File: src/rtl/sound_scheduler_pkg.sv
// Shared constants for the sound scheduler: note tables, sound ids and the
// fixed-priority pick helper.
package sound_pkg;

  localparam int NUM_SRC = 4;
  localparam int NOTES   = 4;
  localparam int ID_W    = 2;
  localparam int IDX_W   = 2;

  typedef enum logic [ID_W-1:0] {
    SND_JUMP  = 2'd0,
    SND_HOME  = 2'd1,
    SND_LEVEL = 2'd2,
    SND_DEATH = 2'd3
  } snd_id_t;

  // Half-periods and durations in 25.175 MHz cycles; a zero duration ends the sound.
  localparam int unsigned NOTE_HALF [NUM_SRC][NOTES] = '{
    '{28523,     0,     0,     0},
    '{28523, 21362,     0,     0},
    '{47801, 37972, 31928, 23900},
    '{37972, 47801, 63776,     0}
  };

  localparam int unsigned NOTE_DUR [NUM_SRC][NOTES] = '{
    '{12500000,       0,       0,       0},
    '{ 2000000, 4000000,       0,       0},
    '{ 2500000, 2500000, 2500000, 2500000},
    '{ 3000000, 3000000, 6000000,       0}
  };

  function automatic logic [ID_W-1:0] highest_set(input logic [NUM_SRC-1:0] v);
    highest_set = '0;
    for (int i = 0; i < NUM_SRC; i++) begin
      if (v[i]) highest_set = ID_W'(i);
    end
  endfunction

endpackage

File: src/rtl/sound_scheduler_if.sv
// Request/status bundle between the game-logic FSM and the sound scheduler.
interface sound_scheduler_if;
  import sound_pkg::*;

  logic [NUM_SRC-1:0] req;
  logic               mute;
  logic               audio_out;
  logic               busy;
  logic [ID_W-1:0]    active_id;

  modport master (output req, mute, input audio_out, busy, active_id);
  modport slave  (input req, mute, output audio_out, busy, active_id);

endinterface

File: src/rtl/sound_scheduler_tone_gen.sv
// One square-wave note: phase counter, duration counter and output level.
// A load restarts the note; a zero half-period plays a rest.
module tone_gen #(
  parameter int PHASE_W = 17,
  parameter int DUR_W   = 24
) (
  input  logic               clk,
  input  logic               reset_n,
  input  logic               load_i,
  input  logic               en_i,
  input  logic [PHASE_W-1:0] half_i,
  input  logic [DUR_W-1:0]   dur_i,
  output logic               level_o,
  output logic               note_done_o
);

  logic [PHASE_W-1:0] half_q, phase_q;
  logic [DUR_W-1:0]   dur_q, dcnt_q;
  logic               level_q;

  assign level_o     = level_q;
  assign note_done_o = en_i && (dcnt_q == dur_q - DUR_W'(1));

  always_ff @(posedge clk) begin
    if (!reset_n) begin
      half_q  <= '0;
      dur_q   <= '0;
      phase_q <= '0;
      dcnt_q  <= '0;
      level_q <= 1'b0;
    end else if (load_i) begin
      half_q  <= half_i;
      dur_q   <= dur_i;
      phase_q <= '0;
      dcnt_q  <= '0;
      level_q <= (half_i != '0);
    end else if (en_i) begin
      dcnt_q <= dcnt_q + DUR_W'(1);
      if (half_q == '0) begin
        level_q <= 1'b0;
      end else if (phase_q == half_q - PHASE_W'(1)) begin
        phase_q <= '0;
        level_q <= ~level_q;
      end else begin
        phase_q <= phase_q + PHASE_W'(1);
      end
    end
  end

endmodule

File: src/rtl/sound_scheduler.sv
// Shares the audio pin between game sound events: edge-latches requests,
// picks the highest pending source and steps through its note table.
//
// state | meaning
// IDLE  | silent, waiting for a pending request
// PLAY  | tone_gen running the current note of active_id
module sound_scheduler
  import sound_pkg::*;
#(
  parameter int PHASE_W    = 17,
  parameter int DUR_W      = 24,
  parameter int TIME_SHIFT = 0
) (
  input  logic            clk,
  input  logic            reset_n,
  sound_scheduler_if.slave bus
);

  typedef enum logic {IDLE, PLAY} state_t;

  state_t             state_q;
  logic [NUM_SRC-1:0] req_q, pending_q, pending_d, edges, clr;
  logic [ID_W-1:0]    active_id_q, hi, ld_id;
  logic [IDX_W-1:0]   note_idx_q, nxt_idx, ld_idx;
  logic               take, load, finish, last_note, note_done, level, playing;
  logic               audio_q, busy_q;
  logic [PHASE_W-1:0] ld_half;
  logic [DUR_W-1:0]   ld_dur;

  assign playing = (state_q == PLAY);

  always_comb begin
    edges     = bus.req & ~req_q;
    hi        = highest_set(pending_q);
    nxt_idx   = note_idx_q + IDX_W'(1);
    last_note = (note_idx_q == IDX_W'(NOTES - 1)) || (NOTE_DUR[active_id_q][nxt_idx] == 0);
    take      = 1'b0;
    load      = 1'b0;
    finish    = 1'b0;
    ld_id     = active_id_q;
    ld_idx    = '0;
    // Equal priority in PLAY is a retrigger of the active sound.
    if (|pending_q && (!playing || hi >= active_id_q)) begin
      take  = 1'b1;
      load  = 1'b1;
      ld_id = hi;
    end else if (note_done) begin
      if (last_note) begin
        finish = 1'b1;
      end else begin
        load   = 1'b1;
        ld_idx = nxt_idx;
      end
    end
    clr = '0;
    if (take) clr[ld_id] = 1'b1;
    pending_d = (pending_q & ~clr) | edges;
    ld_half   = PHASE_W'(NOTE_HALF[ld_id][ld_idx] >> TIME_SHIFT);
    ld_dur    = DUR_W'(NOTE_DUR[ld_id][ld_idx] >> TIME_SHIFT);
  end

  always_ff @(posedge clk) begin
    if (!reset_n) begin
      state_q     <= IDLE;
      req_q       <= '0;
      pending_q   <= '0;
      active_id_q <= '0;
      note_idx_q  <= '0;
      audio_q     <= 1'b0;
      busy_q      <= 1'b0;
    end else begin
      req_q     <= bus.req;
      pending_q <= pending_d;
      busy_q    <= playing;
      audio_q   <= level & playing & ~bus.mute;
      if (load) begin
        state_q     <= PLAY;
        active_id_q <= ld_id;
        note_idx_q  <= ld_idx;
      end else if (finish) begin
        state_q <= IDLE;
      end
    end
  end

  tone_gen #(.PHASE_W(PHASE_W), .DUR_W(DUR_W)) u_tone (
    .clk        (clk),
    .reset_n    (reset_n),
    .load_i     (load),
    .en_i       (playing),
    .half_i     (ld_half),
    .dur_i      (ld_dur),
    .level_o    (level),
    .note_done_o(note_done)
  );

  assign bus.audio_out = audio_q;
  assign bus.busy      = busy_q;
  assign bus.active_id = active_id_q;

endmodule

File: src/flat_wrapper.sv
// flat-port wrapper written by rule: the top's interface ports become plain ports
module sound_scheduler_flat import sound_pkg::*;
#(
  parameter int PHASE_W    = 17,
  parameter int DUR_W      = 24,
  parameter int TIME_SHIFT = 0
)
  (clk, reset_n, bus_req, bus_mute, bus_audio_out, bus_busy, bus_active_id);
  sound_scheduler_if bus_i ();
  input  logic clk;
  input  logic reset_n;
  input wire logic [$bits(bus_i.req)-1:0] bus_req;
  input wire logic [$bits(bus_i.mute)-1:0] bus_mute;
  output wire logic [$bits(bus_i.audio_out)-1:0] bus_audio_out;
  output wire logic [$bits(bus_i.busy)-1:0] bus_busy;
  output wire logic [$bits(bus_i.active_id)-1:0] bus_active_id;
  assign bus_i.req = bus_req;
  assign bus_i.mute = bus_mute;
  assign bus_audio_out = bus_i.audio_out;
  assign bus_busy = bus_i.busy;
  assign bus_active_id = bus_i.active_id;
  sound_scheduler #(.PHASE_W(PHASE_W), .DUR_W(DUR_W), .TIME_SHIFT(TIME_SHIFT)) u_core (.clk(clk), .reset_n(reset_n), .bus(bus_i));
endmodule
File: config.mk
export PLATFORM = sky130hd
export DESIGN_NAME = sound_scheduler_flat
export DESIGN_NICKNAME = d
export VERILOG_FILES = /design/src/rtl/sound_scheduler_pkg.sv /design/src/rtl/sound_scheduler_if.sv /design/src/rtl/sound_scheduler_tone_gen.sv /design/src/rtl/sound_scheduler.sv /design/src/flat_wrapper.sv
export SDC_FILE = /design/constraint.sdc
export NUM_CORES = 1
export LEC_CHECK = 0
export ABC_AREA = 1
export CORE_ASPECT_RATIO = 0.75
export CORE_UTILIZATION = 59
export CTS_CLUSTER_DIAMETER = 200
export DETAILED_ROUTE_END_ITERATION = 8
export PLACE_DENSITY_LB_ADDON = 0.15
export SLEW_MARGIN = 25
export SYNTH_ARGS = -nofsm -noshare
export SYNTH_HDL_FRONTEND = slang
export SYNTH_HIERARCHICAL = 1
export SYNTH_SLANG_ARGS = --single-unit
File: constraint.sdc
create_clock -name clk -period 3.6 [get_ports clk]
set_input_delay 0.36 -clock clk [delete_from_list [all_inputs] [get_ports clk]]
set_output_delay 0.36 -clock clk [all_outputs]
set_load 0.02 [all_outputs]
==> metrics <==
Critical Path Most Common Cell nand2_1; synthesis-to-layout area growth 15.1%; RSZ-0062 raised after global routing true; Synth async-reset ratio 0%; reported leakage power roughly 3.3 nW; Clock Path Buffers 2; Synth Cell Area ~6400 sq um; Max-Cap Viols 0; Die W 122 microns; final hold vios 0; r2r setup slk roughly 0.026 ns; Final ANT Viol Nets 0; insertion delay to the later sink of the worst-skew pair 0.35 ns; Row Count 32; gr ovfl total 0; Layout Cells excl Fill 1,186; Layout Nets 1,071; GRT Total Usage 29.7%; post-synth cell types 44; IO Port Bufs 10; max-slew headroom at the worst pin 54.2%; Std-Cell Core Area 10,500 sq um; CP Max Fanout 4; synthesized flop and latch total 98; Worst Hold Class flip-flop to flip-flop; fillcell total 901; post-synthesis sequential area ratio 30.5%; critical path required time 3.84 ns; CTS tree done; sequential cell area 1960 sq um; status finished clean; Initial Util 61.5%; fin. max-slew vios 0; layout cell share with drive strength beyond 1 about 14%; Layout Skew between 0.008 and 0.009 ns; Crit Path Class flip-flop to flip-flop; WL per Instance 13.5 microns; Mean Syn Cell Area 6.47 sq um; critical path's slowest cell dfxtp_1; vias 6,354; Worst EP arrival about 3.8 ns; Post-Syn Instances 993; CP startpoint kind flip-flop; RD Place Congestion 0.972; initial antenna violation count 0; CP max stage delay about 0.35 ns; Pre-antenna DRT Iters 5; crit share post-route 99.3%; n_diodes 0; die area 11,300 sq um; post-layout util 70.7%; Multi-input gate area roughly 4000 sq um; Worst-path clk slew 0.07 ns; largest net degree at the start of global routing 53; Via-to-Cell Ratio ~5.4; Ports 11; Worst-Margin Slew 0.681 ns; number of remaining DRC errors 0; PD cells between 600 and 700 nW/um^2; number of flops mapped to enable cells by yosys 0; clock root cell clkbuf_16; f_max 280 MHz; commonest non-fill, non-tap cell in the layout nand2_1; Tmin final approximately 3.6 ns; clock tree sinks 98; DIE HEIGHT 92.4 microns; peak supply drop 0.380 mV; ys flop type dfxtp_1; vias in the first global route 5,739; Placed Cells 1,162; global-route wire length before repair 26.8 mm; TritonCTS buffer count 9; Final setup viols 0; DPL Wire Length 11.7 mm; most frequent cells in the layout nand2_1 (230), nor2_1 (134), inv_1 (123); CP Capture Type flip-flop; initial DRC count 447; synth warn 6; drt total wl 16.0 mm; H-tree levels 3
-- report_power, final --
part           switching [mW]  internal, mW
Sequential              0.244          1.30
Combinational            1.65         0.942
Clock                   0.415         0.508
-- what timing repair did --
action	CTS	global route
resized for setup	9	30
endpoints found under the hold margin	0	0
cloned	0	2
setup buffers	1	5
pin swaps	7	10
hold buffers	0	0
setup endpoints to repair	1	72
-- per-stage QoR --
stage	worst slack (ns)	hold WS [ns]	TNS [ns]	total power, mW	area [sq um]
after floorplan	0.288	0.399	0	3.31	6450
after global placement	-0.0112	0.400	-0.0112	3.92	6910
after detailed placement	-0.0961	0.409	-0.0961	3.95	6910
after CTS	0.00224	0.419	0	4.92	7230
after global routing	-0.300	0.432	-0.300	5.46	7390
final	0.0262	0.415	0	5.06	7390
-- worst max-delay path: cells and delay by family, from the launching register on --
kind	cells	cell delay (ns)
flops	1	0.35
buf+inv	4	0.43
simple gates	20	2.37
xor+xnor	1	0.17
compound gates	1	0.15
-- worst paths after layout --
kind	start	endpoint	cells after the start
worst max-delay path	u_core/u_tone/dur_q[4]$_SDFFE_PN0P_	u_core/u_tone/level_o$_SDFFE_PN0P_	26
worst min-delay path	u_core/req_q[1]$_SDFF_PN0_	u_core/pending_q[1]$_SDFF_PN0_	1
worst max register to register	u_core/u_tone/dur_q[4]$_SDFFE_PN0P_	u_core/u_tone/level_o$_SDFFE_PN0P_	26
worst min register to register	u_core/req_q[1]$_SDFF_PN0_	u_core/pending_q[1]$_SDFF_PN0_	1
-- cells in the mapped netlist (4+ instances only) --
cell type	count	area share (%)
a21oi_1	45	3.5
clkbuf_1	16	0.93
dfxtp_1	98	31
ha_1	19	3.7
inv_1	127	7.4
inv_2	4	0.23
nand2_1	235	14
nand2_2	9	0.88
nand2_4	6	1.1
nand3_1	67	5.2
nand3_2	4	0.62
nand3b_1	10	1.2
nand4_1	18	1.8
nor2_1	146	8.5
nor2_2	11	1.1
nor2_4	4	0.70
nor3_1	19	1.5
nor3_2	4	0.62
nor4_1	12	1.2
o21ai_0	63	4.9
xnor2_1	15	2.0
xor2_1	25	3.4
-- layout make-up --
class                   count  area share [%]
clock buffers              13            3.52
inverters                 131            6.65
multi-input cells         748            54.3
well taps                 136            2.30
repair buffers             57            6.35
clock inverters             3           0.322
flip-flops and latches     98            26.6
-- layer usage --
metal  up-vias  part of all wire [%]  global-route usage (%)
met5         -                     0                       0
met4         0                   1.8                    7.93
met3        35                   7.1                    5.97
met2       210                    41                    44.4
met1      2829                    50                    43.1
li1       3280                     -                       -
-- registers in the layout, indices dropped and copies added, names as in the netlist, 2 cells and up --
| register | cells |
|---|---|
| u_core/bus.active_id | 2 |
| u_core/u_tone/half_q | 17 |
| u_core/note_idx_q | 2 |
| u_core/req_q | 4 |
| u_core/pending_q | 4 |
| u_core/u_tone/phase_q | 17 |
| u_core/u_tone/dur_q | 24 |
| u_core/u_tone/dcnt_q | 24 |
-- kinds of logic (layout without fill, tap and decap cells) --
family                     Yosys count  after routing  share of synthesized area, %
AOI/OAI and AO/OA                  126            126                          10.6
xor gates and xnor gates            40             40                          5.45
adders and majority gates           19             19                          3.70
buffers and inverters              155            204                          9.70
DFF                                 98             98                          30.5
other                                1              7                        0.0584
and+or+nand+nor                    554            556                          40.0
(Power assumes the default switching activity.)
